$ cat src/rtl/pc_seq_ctrl.sv
// Sequencing controller for the dual-function PC: fetch handshake, execute wait,
// next-PC arbitration (trap / branch / step) and a single-cycle PC update command.
module pc_seq_ctrl #(
  parameter logic [31:0] STEP     = 32'd4,
  parameter logic [31:0] TRAP_VEC = 32'h0000_0100,
  parameter int unsigned MAX_WAIT = 16
) (
  input  logic        CLK,
  input  logic        reset,
  input  logic        start,
  input  logic        imem_ack,
  input  logic        exec_done,
  input  logic        stall,
  input  logic        branch_taken,
  input  logic        branch_abs,
  input  logic [31:0] branch_target,
  input  logic        trap,
  input  logic        halt_req,
  output logic        imem_req,
  output logic        pc_enable,
  output logic        pc_mode,
  output logic [31:0] pc_datain,
  output logic        instr_valid,
  output logic        fault,
  output logic        halted,
  output logic [31:0] retire_count
);

  localparam int unsigned WW = (MAX_WAIT > 2) ? $clog2(MAX_WAIT) : 1;

  localparam logic [2:0] S_IDLE   = 3'd0;
  localparam logic [2:0] S_FETCH  = 3'd1;
  localparam logic [2:0] S_EXEC   = 3'd2;
  localparam logic [2:0] S_UPDATE = 3'd3;
  localparam logic [2:0] S_HALT   = 3'd4;

  logic [2:0]    state, state_d;
  logic [WW-1:0] wait_cnt, wait_cnt_d;
  logic          halt_q;
  logic          mode_d;
  logic [31:0]   data_d;
  logic          retire_d;
  logic          fault_d;
  logic          timeout;

  // Next-state and update-command selection; trap outranks ack, timeout and exec_done.
  always_comb begin
    state_d    = state;
    wait_cnt_d = '0;
    mode_d     = 1'b0;
    data_d     = '0;
    retire_d   = 1'b0;
    fault_d    = 1'b0;
    timeout    = (wait_cnt == WW'(MAX_WAIT - 1));
    case (state)
      S_IDLE: begin
        if (start) state_d = S_FETCH;
      end
      S_FETCH: begin
        if (trap) begin
          state_d = S_UPDATE;
          mode_d  = 1'b1;
          data_d  = TRAP_VEC;
        end else if (imem_ack) begin
          state_d = S_EXEC;
        end else if (timeout) begin
          state_d = S_UPDATE;
          mode_d  = 1'b1;
          data_d  = TRAP_VEC;
          fault_d = 1'b1;
        end else begin
          wait_cnt_d = wait_cnt + WW'(1);
        end
      end
      S_EXEC: begin
        if (trap) begin
          state_d = S_UPDATE;
          mode_d  = 1'b1;
          data_d  = TRAP_VEC;
        end else if (exec_done && !stall) begin
          state_d  = S_UPDATE;
          retire_d = 1'b1;
          if (branch_taken) begin
            mode_d = branch_abs;
            data_d = branch_target;
          end else begin
            mode_d = 1'b0;
            data_d = STEP;
          end
        end
      end
      S_UPDATE: begin
        state_d = halt_q ? S_HALT : S_FETCH;
      end
      S_HALT: begin
        state_d = S_HALT;
      end
      default: begin
        state_d = S_IDLE;
      end
    endcase
  end

  always_ff @(posedge CLK) begin
    if (reset) begin
      state    <= S_IDLE;
      wait_cnt <= '0;
    end else begin
      state    <= state_d;
      wait_cnt <= wait_cnt_d;
    end
  end

  // Outputs are registered from the next state so no input reaches a port combinationally.
  always_ff @(posedge CLK) begin
    if (reset) begin
      imem_req     <= 1'b0;
      pc_enable    <= 1'b0;
      pc_mode      <= 1'b0;
      pc_datain    <= '0;
      instr_valid  <= 1'b0;
      fault        <= 1'b0;
      halted       <= 1'b0;
      retire_count <= '0;
      halt_q       <= 1'b0;
    end else begin
      imem_req    <= (state_d == S_FETCH);
      pc_enable   <= (state_d == S_UPDATE);
      pc_mode     <= mode_d;
      pc_datain   <= data_d;
      instr_valid <= (state == S_FETCH) && (state_d == S_EXEC);
      halted      <= (state_d == S_HALT);
      if (fault_d) fault <= 1'b1;
      if (retire_d) retire_count <= retire_count + 32'd1;
      if (halt_req && (state != S_IDLE) && (state != S_HALT)) halt_q <= 1'b1;
    end
  end

endmodule

$ cat config.mk
export PLATFORM = sky130hd
export DESIGN_NAME = pc_seq_ctrl
export DESIGN_NICKNAME = d
export VERILOG_FILES = /design/src/rtl/pc_seq_ctrl.sv
export SDC_FILE = /design/constraint.sdc
export NUM_CORES = 1
export LEC_CHECK = 0
export ABC_AREA = 1
export CAP_MARGIN = 20
export CORE_MARGIN = 4
export CORE_UTILIZATION = 25
export DETAILED_ROUTE_END_ITERATION = 8
export PLACE_DENSITY_LB_ADDON = 0.08
export SLEW_MARGIN = 10
export SYNTH_ARGS = -nofsm -noshare
export SYNTH_HDL_FRONTEND = slang
export SYNTH_SLANG_ARGS = --single-unit
$ cat constraint.sdc
create_clock -name CLK -period 3.8 [get_ports CLK]
set_input_delay 0.76 -clock CLK [delete_from_list [all_inputs] [get_ports CLK]]
set_output_delay 0.76 -clock CLK [all_outputs]
set_load 0.05 [all_outputs]
== Word-level counts from Yosys, hierarchy flattened ==
Index checks and enable logic that the tools add are counted.

* Input bits: 42
* Bits in registers: 78
* Logic and storage cells: 59

* Bitwise gates (word level): 1
* Equality and inequality tests: 10
* Reduce and logical (&&, ||, !) cells: 8
* Add/subtract/negate cells: 2
* Multiplexer cells: 27

{| class="wikitable"
|+ Operators by type and width
! cell !! number
|-
| 2-to-1 mux 32 bit || 3
|-
| one-hot mux 32 bit (2 select lines) || 1
|-
| adder 32 x 1 -> 32 bit (second input constant) || 1
|-
| 2-to-1 mux 9 bit || 3
|-
| 2-to-1 mux 3 bit || 7
|-
| one-hot mux 3 bit (5 select lines) || 1
|-
| equality test 3 x 2 -> 1 bit (second input constant) || 4
|-
| 2-to-1 mux 1 bit || 11
|-
| equality test 3 x 1 -> 1 bit (second input constant) || 2
|-
| equality test 3 bit (second input constant) || 2
|-
| OR reduction 5 bit || 1
|-
| adder 4 x 1 -> 4 bit (second input constant) || 1
|-
| equality test 4 bit (second input constant) || 1
|-
| logical AND 1 bit || 4
|-
| zero test 3 bit || 1
|-
| != test 3 bit (second input constant) || 1
|-
| nonzero test 3 bit || 1
|-
| one-hot mux 1 bit (2 select lines) || 1
|-
| zero test 1 bit || 1
|-
| NOT 1 bit || 1
|}

== Logic depth before layout (Yosys ltp) ==
Gate-level depths: netlist of run 1.

* Word-level depth: 7
* Gate-level depth with buffers: 10

== Worst setup path after synthesis of run 1 ==
OpenSTA, ideal clock, no wires.

* Kind: register to register
* From: register retire_count[0]
* To: register retire_count[8]
* Required time: 3,730 ps
* Period minus slack after synthesis: 1,815 ps
* Slack: 1,985 ps
* Arrival time: 1,745 ps
* Buffers on the path: 0
* Stages on the path, launching flop included: 10
* Library setup time: 70 ps
* Cell sequence: dfxtp_1 ha_1 nand3_1 nor2_1 inv_1 nor2_2 nand2_1 inv_1 nand2_1 a21oi_1

* Word-level cells in the longest chain between the ends: 1

{| class="wikitable"
|+ Ends and longest elaborated chain
! item !! line !! source
|-
| from (decl) || 26 || <nowiki>output logic [31:0] retire_count</nowiki>
|-
| from (signal assigned) || 134 || <nowiki>if (retire_d) retire_count <= retire_count + 32'd1;</nowiki>
|-
| adder 32 x 1 -> 32 bit || 134 ||
|}

No other way between the ends.
A chain may end at the register's enable or synchronous reset.

== Worst setup path after layout of run 1 ==
* From: register retire_count[23]
* To: output port retire_count[23]

No word-level cell between the ends.

==> metrics.md, run 1 <==
| Metric | Value |
|---|---|
| Status | `finished, final reports clean` |
| CTS resizes | `0` |
| Nets | `614` |
| Top Ports | `112` |
| Port Buffers | `111` |
| Peak fanout along the critical path | `7` |
| CP delay by family, top | `buffers and inverters` |
| R2R Setup Slk | `2.05 ns` |
| Tcrit/Tclk final | `65.1%` |
| Worst r2r src | `retire_count[0]` |
| Syn avg cell area | `7.16 um^2` |
| Drt first pass iters | `4` |
| Hold Path Stages | `1` |
| Max-cap violation count | `0` |
| Worst setup EP type | `output pin` |
| CTS sink cnt | `78` |
| Residual DRC count | `0` |
| CTS Root Cell | `clkbuf_16` |
| GRT Overall Usage | `13.0%` |
| CTS buffer count | `9` |
| Final ANT Viol Nets | `0` |
| PD cells | `378 nW/um^2` |
| Initial Utilization | `25.7%` |
| WL final | `9350 um` |
| Detailed Route Iter0 Violations | `160` |
| Syn nets | `498` |
| Total setup buffers inserted after CTS | `0` |
| Placed cell areas | `4560 um^2` |
| Total gr overflow | `0` |
| Post-layout min period | `2.47 ns` |
| Total negative slack | `0 ns` |
| Maximum clock rate | `0.404 GHz` |
| Ys async rst share | `0%` |
| Routed len/inst | `12.5 um` |
| Hold_sp | `wait_cnt[0]` |
| Worst vdd ir | `159 uV` |
| Synthesized cell area | `3250 um^2` |
| Clk Latency, worst-skew pair | `0.33 ns` |
| Leak pwr | `1.99 nW` |
| Diodes inserted | `0` |
| # setup viols final | `0` |
| CP required | `3.04 ns` |
| Die area | `14900 um^2` |
| Chip width | `122 um` |
| Type of the worst min-delay path | `reg -> reg` |
| Critical path cell sequence | `clkdlybuf4s50_1` |
| FF-to-FF End | `retire_count[28]` |
| Largest net degree at the start of global routing | `30` |
| Share of cells above drive strength 1 | `4.88%` |
| Synth warn | `0` |
| Vias per std cell | `4.27` |
| CTS Hold Buffers Added | `0` |
| Arrival time at the worst endpoint | `1.71 ns` |
| Final instance area | `4850 um^2` |
| TritonCTS clock tree | `yes` |
| Final Util | `38.3%` |
| Critical path class | `reg -> out` |
| Die height | `122 um` |
| Gate Count Post-Synth | `454` |
| Routed vias | `3186` |
| Seq/Total Area, Yosys | `48.0%` |
| DP HPWL | `6970 um` |
| End of the worst hold path | `wait_cnt[0]` |
| Count of cell types in the netlist | `30` |
| Critical path's largest stage delay | `0.88 ns` |
| Number of enable flip-flop cells after synthesis | `0` |
| Core Area | `12700 um^2` |
| Top FF cell, synth | `dfxtp_1` |
| Synth-to-Final Area Change | `49.2%` |
| GP Congestion | `0.814` |
| Worst path bufs/invs | `1` |
| Number of placement rows | `41` |
| Clock Skew | `0.00391 ns` |
| Slew Viols, Final | `0` |
| Unrepaired setup endpoints after global routing | `false` |
| Maximum clock path buffer count | `2` |
| Crit path launch type | `flop` |
| Clock Pin Slew Worst Setup and Hold Paths | `0.06 ns` |
| Vias in the first global route | `3060` |
| H-Tree Depth | `3` |
| Reg2Reg Depth | `9` |
| First-pass GRT wire length | `15100 um` |
| Slowest cell on the critical path | `clkdlybuf4s50_1` |
| Initial antenna violation count | `0` |
| Slew headroom | `49.3%` |
| Worst-Margin Slew | `0.759 ns` |
| FF+latch count, synth | `78` |
| Final Hold Fails | `0` |
## sequential cells by signal, summed over array words and instances, names as in the netlist
register / cells
pc_mode: 1
state: 3
instr_valid: 1
retire_count: 32
imem_req: 1
fault: 1
pc_datain: 32
halt_q: 1
halted: 1
pc_enable: 1
wait_cnt: 4
## cell usage after synthesis, drive strengths merged, types with 2 or more instances
master	n	area (um^2)
inv	85	319
nand3	26	135
and2	4	25.0
o21ai	8	40.0
nand4	24	150
nor3	14	75.1
nor2	105	424
clkbuf	6	22.5
buf	2	10.0
nand2	72	273
xor2	8	70.1
ha	2	25.0
or2	2	12.5
a21oi	10	50.1
dfxtp	78	1560
## where the power goes
group          switching [mW]  internal [mW]
Clock                   0.333          0.521
Combinational          0.0758         0.0668
Sequential            0.00736          0.829
Total                   0.416           1.42
## kinds of logic (layout without fill, tap and decap cells)
kind of cell / count (synthesis) / after routing / share of synthesized area, %
adder cells (fa/ha/maj): 2 / 2 / 0.769
AND/OR/NAND/NOR: 248 / 248 / 33.9
buffers and inverters: 93 / 213 / 10.8
XOR/XNOR: 9 / 9 / 2.42
flip-flops: 78 / 78 / 48.0
AO/OA/AOI/OAI: 24 / 24 / 4.08
## worst max-delay path by stage
stage          depth (start not counted)               end  slack (ns)              from
2_1_floorplan                          9   retire_count[8]        1.99   retire_count[0]
3_3_place_gp                           9  retire_count[31]        1.32              trap
3_5_place_dp                           9  retire_count[31]        1.28              trap
4_1_cts                                1  retire_count[23]        1.29  retire_count[23]
5_1_grt                                1  retire_count[23]        1.25  retire_count[23]
6_report                               1  retire_count[23]        1.33  retire_count[23]
## placed cells by master (no fill, tap or decap), types with 5 or more instances in the layout
cell | netlist | final
inv_1 | 84 | 84
nand2_1 | 71 | 71
a21oi_1 | 10 | 10
nand4_1 | 24 | 24
nand3_1 | 25 | 25
clkdlybuf4s50_1 | 0 | 111
dfxtp_1 | 78 | 78
xor2_1 | 8 | 8
clkbuf_16 | 0 | 9
o21ai_0 | 5 | 5
nor3_1 | 13 | 13
nor2_1 | 99 | 99
## cell type report
type / count / area, um^2
clock buffers: 11 / 243
clock inverters: 4 / 47.5
fillers: 1350 / 7820
inverters: 85 / 319
multi-input cells: 283 / 1340
flip-flops and latches: 78 / 1560
well taps: 172 / 215
repair buffers: 113 / 1130
## through the flow
step / power (mW) / worst slack [ns] / hold WS, ns / cells
floorplan: 0.927 / 1.99 / 0.418 / 454
global placement: 0.999 / 1.32 / 0.431 / 731
detailed placement: 0.999 / 1.28 / 0.439 / 731
CTS: 1.87 / 1.29 / 0.445 / 746
global route: 1.92 / 1.25 / 0.459 / 746
finish: 1.83 / 1.33 / 0.443 / 746
## layer usage
metal / share of wire [%] / global-route usage (%) / vias up
met5: 0 / 0 / -
met4: 2.3 / 6.37 / 0
met3: 7.8 / 4.41 / 16
met2: 46 / 20.4 / 82
met1: 44 / 15.9 / 1450
li1: - / - / 1638
No activity file was read; power rests on OpenSTA's default activity.
==> run 2, diff against run 1 <==
==> constraint.sdc (replaced) <==
create_clock -name CLK -period 2.4 [get_ports CLK]
set_input_delay 0.48 -clock CLK [delete_from_list [all_inputs] [get_ports CLK]]
set_output_delay 0.48 -clock CLK [all_outputs]
set_load 0.05 [all_outputs]
==> metrics.md, run 2 (synthesis results as in run 1) <==
| Metric | Value |
|---|---|
| Clock power frac | `51.0% (+4.4 points)` |
| CTS sink cnt | `78 (unchanged)` |
| CTS Root Cell | `clkbuf_16` |
| Register area | `1560 um^2 (unchanged)` |
| Routed len/inst | `12.5 um (about the same)` |
| CTS Hold Buffers Added | `0 (unchanged)` |
| Diodes inserted | `0 (unchanged)` |
| Maximum clock path buffer count | `2 (unchanged)` |
| Max-cap violation count | `0 (unchanged)` |
| Slew Viols, Final | `0 (unchanged)` |
| Vias per std cell | `4.24 (-0.77%)` |
| Combinational Power Share | `7.2% (-0.6 points)` |
| Most common cell after layout, fill and taps aside | `clkdlybuf4s50_1` |
| DP HPWL | `7170 um (+3.0%)` |
| Clk Latency, worst-skew pair | `0.33 ns (about the same)` |
| Nets | `619 (+0.81%)` |
| GRT Overall Usage | `13.0% (+0.028 points)` |
| Share of cells above drive strength 1 | `6.03% (+1.2 points)` |
| Switching power total | `672 uW (+62%)` |
| Initial Utilization | `25.7% (unchanged)` |
| Hold Path Stages | `1 (unchanged)` |
| Dpl ws | `0.173 ns (-1.11 ns)` |
| WP depth | `1 (unchanged)` |
| Multi-input logic area | `1340 um^2 (unchanged)` |
| Crit path launch type | `flop` |
| Leak pwr | `2.04 nW (+2.6%)` |
| H-Tree Depth | `3 (unchanged)` |
| Register share of total power | `41.8% (-3.9 points)` |
| Synth-to-Final Area Change | `52.4%` |
| Top Ports | `112 (unchanged)` |
| # setup viols final | `0 (unchanged)` |
| Peak fanout along the critical path | `6 (-1)` |
| Worst setup EP type | `output pin` |
| Clock Skew | `0.00614 ns (+0.00223 ns)` |
| TritonCTS clock tree | `yes` |
| Worst-Margin Slew | `0.557 ns (-0.203 ns)` |
| Drt first pass iters | `4 (unchanged)` |
| Die height | `122 um (unchanged)` |
| Post-layout min period | `2.18 ns` |
| Unrepaired setup endpoints after global routing | `false` |
| Number of placement rows | `41 (unchanged)` |
| Status | `finished, final reports clean` |
| Clock Pin Slew Worst Setup and Hold Paths | `0.06 ns (about the same)` |
| Worst vdd ir | `263 uV (+65%)` |
| Total gr overflow | `0 (unchanged)` |
| Vias in the first global route | `3006 (-1.8%)` |
| CTS buffer count | `9 (unchanged)` |
| Type of the worst min-delay path | `reg -> reg` |
| Worst path bufs/invs | `1 (unchanged)` |
| Final Hold Fails | `0 (unchanged)` |
| Largest regs | `pc_datain: 32 flops, retire_count: 32 flops, wait_cnt: 4 flops` |
| Final WS setup | `0.216 ns (-1.11 ns)` |
| Commonest non-fill, non-tap cells in the layout | `clkdlybuf4s50_1, nor2_1, inv_1` |
| Total negative slack | `0 ns (unchanged)` |
| Pint | `2.49 mW (+76%)` |
| Chip width | `122 um (unchanged)` |
| Detailed Route Iter0 Violations | `139 (-13%)` |
| Initial antenna violation count | `0 (unchanged)` |
| Reg2Reg Depth | `8 (-1)` |
| Total Power | `3.16 mW (+73%)` |
| CP delay by family, top | `buffers and inverters` |
| Slowest cell on the critical path | `clkdlybuf4s50_1` |
| PD cells | `639 nW/um^2 (+69%)` |
| Critical path class | `reg -> out` |
| Tcrit/Tclk final | `91.0%` |
| CTS resizes | `0 (unchanged)` |
| Arrival time at the worst endpoint | `1.70 ns (about the same)` |
| Slew headroom | `62.8% (+13 points)` |
| Maximum clock rate | `0.458 GHz` |
| WL final | `9420 um (+0.78%)` |
| First-pass GRT wire length | `15100 um (+0.23%)` |
| Final ANT Viol Nets | `0 (unchanged)` |
| Sw Share | `21.2% (-1.5 points)` |
| CP required | `1.92 ns (-1.12 ns)` |
| Core Area | `12700 um^2 (unchanged)` |
| Largest net degree at the start of global routing | `30 (unchanged)` |
| Total setup buffers inserted after CTS | `0 (unchanged)` |
| Critical path's largest stage delay | `0.87 ns (about the same)` |
| Hold Slack | `0.451 ns (+0.00781 ns)` |
| Filler cells | `1334 (-1.2%)` |
| GP Congestion | `0.842 (+3.4%)` |
| Critical path cell sequence | `clkdlybuf4s50_1` |
| Residual DRC count | `0 (unchanged)` |
| Routed vias | `3187 (+0.031%)` |
| Port Buffers | `111 (unchanged)` |
| Die area | `14900 um^2 (unchanged)` |
-- run 2: changes by cell type in the layout (fill, tap and decap cells not counted), sizes merged --
| cell | previous run | this run |
|---|---|---|
| clkinvlp | 1 | 2 |
| buf | 2 | 7 |
| bufinv | 1 | 3 |
| clkinv | 2 | 0 |
-- run 2: through the flow --
stage | cells | area (um^2) | utilization (%)
after global placement | 736 | 4600 | 36.3
after detailed placement | 736 | 4600 | 36.3
after floorplan | 454 | 3250 | -
after CTS | 752 | 4960 | 39.1
after global routing | 752 | 4960 | 39.1
final | 752 | 4960 | 39.1
-- run 2: area by class of cell --
class / instances / share of cell area (%)
clock buffers: 11 / 5.10
clock inverters: 5 / 2.12
inverters: 85 / 6.44
multi-input cells: 283 / 27.0
flip-flops and latches: 78 / 31.5
well taps: 172 / 4.34
repair buffers: 118 / 23.5
-- run 2: path summary, 6_finish.rpt --
path | startpoint | to | slack (ns)
max reg2reg | retire_count[0] | retire_count[28] | 0.68
min reg2reg | wait_cnt[0] | wait_cnt[0] | 0.45
max | retire_count[27] | retire_count[27] | 0.22
min | wait_cnt[0] | wait_cnt[0] | 0.45
-- run 2: layer usage --
layer,vias up,part of all wire (%),GRT usage (%)
li1,1651,-,-
met5,-,0,0
met4,0,2.1,5.95
met2,84,45,19.7
met1,1436,45,16.4
met3,16,7.8,4.87
-- run 2: power groups by stage --
stage | Sequential [mW] | Combinational [mW] | Clock, mW
floorplan | 1.39 | 0.0796 | 0
CTS | 1.32 | 0.231 | 1.68
detailed placement | 1.35 | 0.230 | 0
global placement | 1.35 | 0.231 | 0
global route | 1.33 | 0.249 | 1.73
finish | 1.32 | 0.228 | 1.61
==> run 3, diff against run 2 <==
--- a/config.mk
+++ b/config.mk
@@ -11,7 +11,7 @@
 export CORE_UTILIZATION = 25
 export DETAILED_ROUTE_END_ITERATION = 8
 export PLACE_DENSITY_LB_ADDON = 0.08
-export SLEW_MARGIN = 10
+export SLEW_MARGIN = 20
 export SYNTH_ARGS = -nofsm -noshare
 export SYNTH_HDL_FRONTEND = slang
 export SYNTH_SLANG_ARGS = --single-unit
==> results of run 3 <==
Final layout, timing and power as in run 2 (identical DEF).
